$ cat src/rtl/grid_sampler.sv
// Maps pen samples onto a ROWS x COLS grid of saturating intensities; streams cells row-major on request.
// Latency: cell update col+row+3 edges after sample accept; stream valid one edge after frame_req, N beats.
// Backpressure: sample_ready low while busy or on clear/frame_req; stream holds out_data/out_index while !out_ready.
module grid_sampler #(
  parameter int X0      = 89,
  parameter int Y0      = 33,
  parameter int CELL_W  = 20,
  parameter int CELL_H  = 28,
  parameter int COLS    = 7,
  parameter int ROWS    = 7,
  parameter int LEVEL_W = 2,
  parameter int COORD_W = 9,
  localparam int N      = ROWS * COLS,
  localparam int IDX_W  = $clog2(N),
  localparam int CNT_W  = $clog2(N + 1)
) (
  input  logic               clock,
  input  logic               resetn,
  input  logic               clear,
  input  logic               sample_valid,
  output logic               sample_ready,
  input  logic [COORD_W-1:0] sample_x,
  input  logic [COORD_W-1:0] sample_y,
  input  logic               pen,
  input  logic               frame_req,
  output logic               out_valid,
  input  logic               out_ready,
  output logic [LEVEL_W-1:0] out_data,
  output logic [IDX_W-1:0]   out_index,
  output logic               out_last,
  output logic [N-1:0]       grid_bits,
  output logic [CNT_W-1:0]   cell_count,
  output logic               busy
);

  localparam int CW1   = COORD_W + 1;
  localparam int COL_W = (COLS > 1) ? $clog2(COLS) : 1;
  localparam int ROW_W = (ROWS > 1) ? $clog2(ROWS) : 1;

  localparam logic [CW1-1:0]     X_LO    = CW1'(X0);
  localparam logic [CW1-1:0]     X_HI    = CW1'(X0 + COLS * CELL_W);
  localparam logic [CW1-1:0]     Y_LO    = CW1'(Y0);
  localparam logic [CW1-1:0]     Y_HI    = CW1'(Y0 + ROWS * CELL_H);
  localparam logic [CW1-1:0]     CW_C    = CW1'(CELL_W);
  localparam logic [CW1-1:0]     CH_C    = CW1'(CELL_H);
  localparam logic [IDX_W-1:0]   COLS_I  = IDX_W'(COLS);
  localparam logic [IDX_W-1:0]   LAST_I  = IDX_W'(N - 1);
  localparam logic [LEVEL_W-1:0] LVL_MAX = '1;

  typedef enum logic [2:0] {IDLE, DIVX, DIVY, UPDATE, STREAM} state_t;

  state_t             state;
  logic [CW1-1:0]     rx, ry;
  logic [COL_W-1:0]   col;
  logic [ROW_W-1:0]   row;
  logic [LEVEL_W-1:0] cells [N];

  logic [CW1-1:0]   x_ext, y_ext;
  logic             in_grid;
  logic [IDX_W-1:0] upd_idx;

  // Extra top bit keeps the range compare and the offset subtraction from wrapping.
  assign x_ext   = {1'b0, sample_x};
  assign y_ext   = {1'b0, sample_y};
  assign in_grid = (x_ext >= X_LO) && (x_ext < X_HI) && (y_ext >= Y_LO) && (y_ext < Y_HI);
  assign upd_idx = IDX_W'(row) * COLS_I + IDX_W'(col);

  assign sample_ready = (state == IDLE) && !clear && !frame_req;
  assign busy         = (state != IDLE);
  assign out_last     = out_valid && (out_index == LAST_I);
  assign out_data     = out_valid ? cells[out_index] : '0;

  always_ff @(posedge clock or negedge resetn) begin
    if (!resetn) begin
      state      <= IDLE;
      rx         <= '0;
      ry         <= '0;
      col        <= '0;
      row        <= '0;
      out_valid  <= 1'b0;
      out_index  <= '0;
      grid_bits  <= '0;
      cell_count <= '0;
      for (int i = 0; i < N; i++) cells[i] <= '0;
    end else if (clear) begin
      state      <= IDLE;
      out_valid  <= 1'b0;
      out_index  <= '0;
      grid_bits  <= '0;
      cell_count <= '0;
      for (int i = 0; i < N; i++) cells[i] <= '0;
    end else begin
      case (state)
        IDLE: begin
          if (frame_req) begin
            state     <= STREAM;
            out_valid <= 1'b1;
            out_index <= '0;
          end else if (sample_valid && pen && in_grid) begin
            rx    <= x_ext - X_LO;
            ry    <= y_ext - Y_LO;
            col   <= '0;
            row   <= '0;
            state <= DIVX;
          end
        end
        DIVX: begin
          if (rx >= CW_C) begin
            rx  <= rx - CW_C;
            col <= col + COL_W'(1);
          end else begin
            state <= DIVY;
          end
        end
        DIVY: begin
          if (ry >= CH_C) begin
            ry  <= ry - CH_C;
            row <= row + ROW_W'(1);
          end else begin
            state <= UPDATE;
          end
        end
        UPDATE: begin
          if (cells[upd_idx] != LVL_MAX) cells[upd_idx] <= cells[upd_idx] + LEVEL_W'(1);
          if (cells[upd_idx] == '0) cell_count <= cell_count + CNT_W'(1);
          grid_bits[upd_idx] <= 1'b1;
          state <= IDLE;
        end
        STREAM: begin
          if (out_ready) begin
            if (out_index == LAST_I) begin
              state     <= IDLE;
              out_valid <= 1'b0;
              out_index <= '0;
            end else begin
              out_index <= out_index + IDX_W'(1);
            end
          end
        end
        default: state <= IDLE;
      endcase
    end
  end

endmodule

$ cat config.mk
export PLATFORM = sky130hd
export DESIGN_NAME = grid_sampler
export DESIGN_NICKNAME = d
export VERILOG_FILES = /design/src/rtl/grid_sampler.sv
export SDC_FILE = /design/constraint.sdc
export NUM_CORES = 1
export LEC_CHECK = 0
export BUFFER_PORTS_ARGS = -buffer_cell sky130_fd_sc_hd__buf_2
export CAP_MARGIN = 20
export CORE_ASPECT_RATIO = 0.8
export CORE_MARGIN = 8
export CORE_UTILIZATION = 30
export CTS_CLUSTER_DIAMETER = 60
export DETAILED_ROUTE_END_ITERATION = 16
export MAX_ROUTING_LAYER = met4
export PLACE_DENSITY = 0.56
export RECOVER_POWER = 50
export REMOVE_ABC_BUFFERS = 1
export SLEW_MARGIN = 5
export SYNTH_ARGS = -nofsm -noshare
export SYNTH_HDL_FRONTEND = slang
export SYNTH_SLANG_ARGS = --single-unit
$ cat constraint.sdc
create_clock -name clock -period 6.7 [get_ports clock]
set_input_delay 1.005 -clock clock [delete_from_list [all_inputs] [get_ports clock]]
set_output_delay 1.005 -clock clock [all_outputs]
set_load 0.005 [all_outputs]
==> results.cfg, run 1 <==
[global_routing]
grt.total_usage_pct = 15.91
grt.overflow.total = 0
grt_antenna_before_repair = 0
grt_start_max_net_pins = 80
grt_pass1_vias = 8909
grt_pass1_wl_mm = 53.85

[timing]
period_needed_ps = 5779
finalMaxSlewViolations = 143
setup_viol = 0
fin_crit_sh_pct = 86.25
tns_ps = 0
finalClockSkew_ps = 13.68
worst_slew_pin_slew_ps = 3730
finalHoldViolCount = 0
fmax_mhz = 173.0
relSlewSlack_pct = -148.7
hold_ws_ps = 497.1
rsz0062_at_grt = false

[die]
die_x_um = 231.5
ios = 92
initial_core_util_pct = 30.27
fp.coreArea_mm2 = 0.03681
dieArea_mm2 = 0.04361
fp-row-count = 63
die_h_um = 188.4

[power_and_ir_drop]
vdd_drop_max_uv = 1075
power_frac_comb_pct = 65.7
power.density_mw_per_mm2 = 536.1
switching_share_pct = 56.17
p_leak_nw = 5.335
pwr-share-clk_pct = 15.1
p_switching_mw = 3.795
p_int_mw = 2.961
seqPwrFrac_pct = 19.1

[cts]
tritoncts = yes
clkTransAtPathRegs_ps = 80
holdBufCountCts = 0
root_buffer = clkbuf_16
cts.path.max_buffers = 2
cts_made_buffers = 17
post_cts_resized = 0
cts.sink_count = 187
cts.repair_timing.setup_buffer_count = 0
htree_levels = 4
clock_latency_ps = 450

[cells_and_area]
fin_area_mm2 = 0.01260
fillers = 3737
area_delta_synth_final_pct = 13.07
antenna_cells = 0
area.sequential_mm2 = 0.004681
nNetsFinal = 1261
layoutNonFillerInstCount = 1709
drive_gt1_share_pct = 16.53
multi_input_area_mm2 = 0.005995

[critical_path]
r2r_end = cells[76]$_DFFE_PN0P_
rrSetupSlack_ps = 920
path_delay_family = adder cells
reg2regPathDepth = 18
start_kind = flop
crit_path_max_incr_delay_ps = 730
cp_slowest_cell = a311oi_2
crit_fanout = 16
required_ps = 7040
worst-path-buf-inv = 3
cp.arrival_ps = 6120
r2r_start = row[0]$_DFFE_PN0P_
crit_chain = fa_1, inv_1, fa_1, inv_1, fa_2, xnor2_1, nand3_1, a311oi_2, o21ai_0, nand4b_1, and4b_1, ha_1, nor2_2, o221ai_1, buf_4, nor2_1, nor2_1, a211oi_1
worstSetupPathType = reg2reg
endpoint_kind = flop

[yosys]
synthFlopType = dfrtp_1
synthCells = 1155
ys_async_sr_fraction_pct = 100.0
avgSynthCellArea_um2 = 9.649
synth_warnings = 0
ys_ff_latch = 187
ys_seq_area_share_pct = 41.99
synth.distinct_cells = 82
synth_edf_count = 0
synth_area_mm2 = 0.01114

[placement]
placed_area_mm2 = 0.01206
numPortBuffers = 91
gp_congestion = 0.8716
dp_cells = 1676
place_hpwl_mm = 23.56

[detailed_routing]
antenna_left = 0
vias = 9405
first_pass_iters = 5
drc_errors = 0
drt_iter0_markers = 935
totalWireLength_mm = 34.06
wl_per_cell_um = 19.93
viasPerCell = 5.503

[hold_path]
hold_class = reg2reg
min-delay-start = grid_bits[7]$_DFFE_PN0N_
whs_path_depth = 2
whs_endpoint = grid_bits[7]$_DFFE_PN0N_

[status]
violations = capacitance limit, slew limit
outcome = finished with violations

[job]
maxCapViolCount = 2
## state kept, by name (all words and copies together) (netlist names)
signal / count
out_index: 6
cells: 98
col: 3
cell_count: 6
state: 3
out_valid: 1
rx: 10
ry: 8
grid_bits: 49
row: 3
## power groups by stage
stage | combinational [mW] | clock, mW | sequential (mW)
2_1_floorplan | 2.56 | 0 | 1.30
3_3_place_gp | 4.32 | 0 | 1.31
5_1_grt | 4.70 | 1.10 | 1.30
4_1_cts | 4.34 | 1.05 | 1.29
6_report | 4.44 | 1.02 | 1.29
3_5_place_dp | 4.33 | 0 | 1.31
## worst register-to-register path: stages (launching register included)
cell,delay (ps)
dfrtp_1,460
fa_1,550
inv_1,50
fa_1,500
inv_1,70
fa_2,490
xnor2_1,410
nand3_1,150
a311oi_2,730
o21ai_0,270
nand4b_1,180
and4b_1,210
ha_1,250
nor2_2,410
o221ai_1,220
buf_4,250
nor2_1,210
nor2_1,60
a211oi_1,220
## through the flow
step           util (%)  power [mW]  setup WS (ps)
4_1_cts           34.36       6.681          976.5
3_3_place_gp      32.76       5.628           1048
2_1_floorplan         -       3.855          635.9
5_1_grt           34.23       7.104          482.7
6_report          34.23       6.756          921.0
3_5_place_dp      32.76       5.642           1054
## worst max path at each step
stage / start / endpoint / depth (start not counted)
after floorplan: row[0]$_DFFE_PN0P_ / cells[56]$_DFFE_PN0P_ / 15
after global placement: row[0]$_DFFE_PN0P_ / cells[72]$_DFFE_PN0P_ / 17
after detailed placement: row[0]$_DFFE_PN0P_ / cells[70]$_DFFE_PN0P_ / 18
after CTS: row[0]$_DFFE_PN0P_ / cells[76]$_DFFE_PN0P_ / 18
after global routing: resetn / cells[38]$_DFFE_PN0P_ / 2
final: row[0]$_DFFE_PN0P_ / cells[76]$_DFFE_PN0P_ / 18
## cell type report
cell class / instances / area share, %
clock buffers: 18 / 3.485
clock inverters: 14 / 1.192
inverters: 24 / 0.7149
multi-input cells: 859 / 47.57
flip-flops and latches: 187 / 37.15
well taps: 487 / 4.836
repair buffers: 120 / 5.054
## layer usage
layer / global-route usage [%] / vias to the layer above / share of wire (%)
li1: - / 4315 / -
met1: 22.32 / 4718 / 45
met2: 23.47 / 329 / 46
met3: 2.480 / 43 / 6.4
met4: 4.648 / 0 / 1.9
met5: - / - / 0
## Yosys cell counts, drive strengths merged (4+ instances only)
cell type  count  area share (%)
nor2         209             7.1
dfrtp        187              42
a21oi        114             5.1
mux2i         68             6.1
nand2         65             2.2
o21ai         52             2.3
clkbuf        46             1.5
mux4          41             8.3
buf           39             1.9
nor3          35             1.7
nand3         24             1.1
ha            23             2.6
inv           23            0.77
nand4         20             1.1
a211oi        17             1.2
nor4          15             1.3
a31oi         14            0.84
nand2b        13            0.73
xor2          13             1.0
or3           10            0.56
xnor2         10            0.79
o31ai          9            0.61
a311oi         7            0.66
o22ai          7            0.39
mux2           6            0.61
a2111oi        5            0.56
and2           5            0.28
o22a           5            0.39
fa             4            0.72
nor3b          4            0.27
o41ai          4            0.31
## cells in the final DEF (no fill, tap or decap), types with 9 or more instances in the layout
| master | count |
|---|---|
| o21ai_0 | 50 |
| nor3_1 | 33 |
| inv_1 | 22 |
| nor4_2 | 9 |
| or3_1 | 10 |
| nand2b_1 | 13 |
| o31ai_1 | 9 |
| mux4_2 | 41 |
| nand4_1 | 20 |
| buf_2 | 60 |
| xor2_1 | 13 |
| clkbuf_1 | 28 |
| xnor2_1 | 10 |
| clkbuf_16 | 17 |
| nand2_1 | 64 |
| ha_1 | 23 |
| nand3_1 | 24 |
| a211oi_1 | 16 |
| buf_4 | 27 |
| mux2i_1 | 68 |
| dfrtp_1 | 186 |
| a21oi_1 | 114 |
| a31oi_1 | 13 |
| nor2_1 | 205 |
## cell families after synthesis
logic type	share of synthesized area [%]
fa+ha+maj	3.301
mux	15.00
flops	41.99
compound gates	15.40
simple gates	18.27
xor+xnor	1.808
buf+inv	4.233
Note: power is estimated with default switching activity, not from simulation.
==> run 2: changes to the inputs <==
--- a/config.mk
+++ b/config.mk
@@ -6,15 +6,16 @@
 export NUM_CORES = 1
 export LEC_CHECK = 0
 export BUFFER_PORTS_ARGS = -buffer_cell sky130_fd_sc_hd__buf_2
-export CAP_MARGIN = 20
+export CAP_MARGIN = 25
+export CELL_PAD_IN_SITES_DETAIL_PLACEMENT = 1
+export CELL_PAD_IN_SITES_GLOBAL_PLACEMENT = 2
 export CORE_ASPECT_RATIO = 0.8
 export CORE_MARGIN = 8
 export CORE_UTILIZATION = 30
 export CTS_CLUSTER_DIAMETER = 60
 export DETAILED_ROUTE_END_ITERATION = 16
 export MAX_ROUTING_LAYER = met4
-export PLACE_DENSITY = 0.56
-export RECOVER_POWER = 50
+export PLACE_DENSITY = 0.75
 export REMOVE_ABC_BUFFERS = 1
 export SLEW_MARGIN = 5
 export SYNTH_ARGS = -nofsm -noshare
==> results.cfg, run 2 (same netlist as run 1, synthesis figures left out) <==
[cells_and_area]
fin_area_mm2 = 0.01267
final_cell_mix = nor2_1 (205), dfrtp_1 (186), a21oi_1 (114)
drive_gt1_share_pct = 19.27
reg_top3 = cells x98, grid_bits x49, rx x10
utilization_pct = 34.42
antenna_cells = 0
largest_reg_flops = 98
largest-register = cells
area_delta_synth_final_pct = 13.69
nNetsFinal = 1265
layout_commonest_cell = nor2_1

[die]
fp.coreArea_mm2 = 0.03681
die_h_um = 188.4
initial_core_util_pct = 30.27
fp-row-count = 63
dieArea_mm2 = 0.04361
ios = 92
die_x_um = 231.5

[timing]
rsz0062_at_grt = false
tns_ps = 0
finalMaxSlewViolations = 0
relSlewSlack_pct = 37.06
finalHoldViolCount = 0
finalClockSkew_ps = 13.25
setup_ws_ps = 752.8
setup_viol = 0
period_needed_ps = 5947
fin_crit_sh_pct = 88.76
fmax_mhz = 168.1
worst_slew_pin_slew_ps = 944.1

[critical_path]
crit_top_cell = a21oi_1
crit_path_max_incr_delay_ps = 1040
worstSetupPathType = reg2reg
path_delay_family = adder cells
r2r_start = row[0]$_DFFE_PN0P_
start_kind = flop
cp.arrival_ps = 6250
cp_slowest_cell = fa_2
crit_fanout = 27
required_ps = 7000
worst-path-buf-inv = 3
critPathLaunch = row[0]$_DFFE_PN0P_
crit_chain = fa_1, inv_1, fa_1, inv_1, fa_2, buf_4, nand2_1, nor2_1, a21oi_1, a21oi_1, o21ai_0, and4b_1, ha_1, nor2_1, nand3_1, o21ai_0, a21oi_1
endpoint_kind = flop

[detailed_routing]
viasPerCell = 5.553
totalWireLength_mm = 38.11
wl_per_cell_um = 22.26
first_pass_iters = 5
vias = 9506
drt_iter0_markers = 855
antenna_left = 0
drc_errors = 0

[power_and_ir_drop]
vdd_drop_max_uv = 1468
power.density_mw_per_mm2 = 553.7
finalPower_mw = 7.015
p_leak_nw = 5.485

[global_routing]
grt_antenna_before_repair = 0
grt.total_usage_pct = 18.16
grt_pass1_wl_mm = 60.70
grt_pass1_vias = 9837
grt.overflow.total = 0
grt_start_max_net_pins = 84

[placement]
numPortBuffers = 91
placed_area_mm2 = 0.01210
place_hpwl_mm = 26.71
dp_slack_ps = 813.7
gp_congestion = 0.8530

[cts]
cts.path.max_buffers = 2
root_buffer = clkbuf_16
post_cts_resized = 0
holdBufCountCts = 0
clock_latency_ps = 460
cts.repair_timing.setup_buffer_count = 0
clkTransAtPathRegs_ps = 80
cts.sink_count = 187
tritoncts = yes
cts_made_buffers = 17
htree_levels = 4

[status]
outcome = finished, final reports clean

[hold_path]
hold_class = in2async

[job]
maxCapViolCount = 0
[run 2: cell type report]
| type | count | area (um^2) |
|---|---|---|
| clock inverter | 14 | 148.9 |
| timing repair buffer | 124 | 714.4 |
| multi-input combinational | 859 | 6001 |
| sequential | 187 | 4681 |
| fill | 4251 | 24140 |
| tap | 487 | 609.3 |
| clock buffer | 17 | 425.4 |
| inverter | 24 | 90.09 |
[run 2: final timing paths]
check / end / slack [ps] / cells past startpoint
setup / recovery: cells[89]$_DFFE_PN0P_ / 750 / 17
hold reg to reg: grid_bits[13]$_DFFE_PN0N_ / 500 / 2
min in group clock: grid_bits[13]$_DFFE_PN0N_ / 500 / 2
max in group asynchronous: out_index[0]$_DFFE_PN0P_ / 4830 / 2
setup reg to reg: cells[89]$_DFFE_PN0P_ / 750 / 17
hold / removal: grid_bits[20]$_DFFE_PN0N_ / 500 / 1
[run 2: metal layers]
| layer | GRT usage [%] | vias to the layer above | part of all wire (%) |
|---|---|---|---|
| met5 | - | - | 0 |
| met1 | 25.52 | 4945 | 48 |
| li1 | - | 4327 | - |
| met3 | 3.351 | 31 | 4.6 |
| met2 | 26.65 | 203 | 46 |
| met4 | 4.697 | 0 | 1.3 |
[run 2: power breakdown]
group	internal [mW]	total, mW	switching, mW
clock network	0.527	1.04	0.518
logic	1.33	4.67	3.35
registers	1.20	1.30	0.0958
[run 2: per-stage QoR]
| step | std cells | hold WS, ps |
|---|---|---|
| final | 1712 | 495.6 |
| after global routing | 1712 | 518.7 |
| after CTS | 1712 | 497.2 |
| after detailed placement | 1681 | 476.4 |
| after global placement | 1681 | 474.0 |
| after floorplan | 1070 | 449.6 |
[run 2: worst reg2reg max path, stage by stage (launching register included)]
cell	delay [ps]
dfrtp_1	460
fa_1	550
inv_1	50
fa_1	490
inv_1	70
fa_2	1040
buf_4	380
nand2_1	230
nor2_1	140
a21oi_1	60
a21oi_1	260
o21ai_0	200
and4b_1	280
ha_1	230
nor2_1	700
nand3_1	310
o21ai_0	250
a21oi_1	100
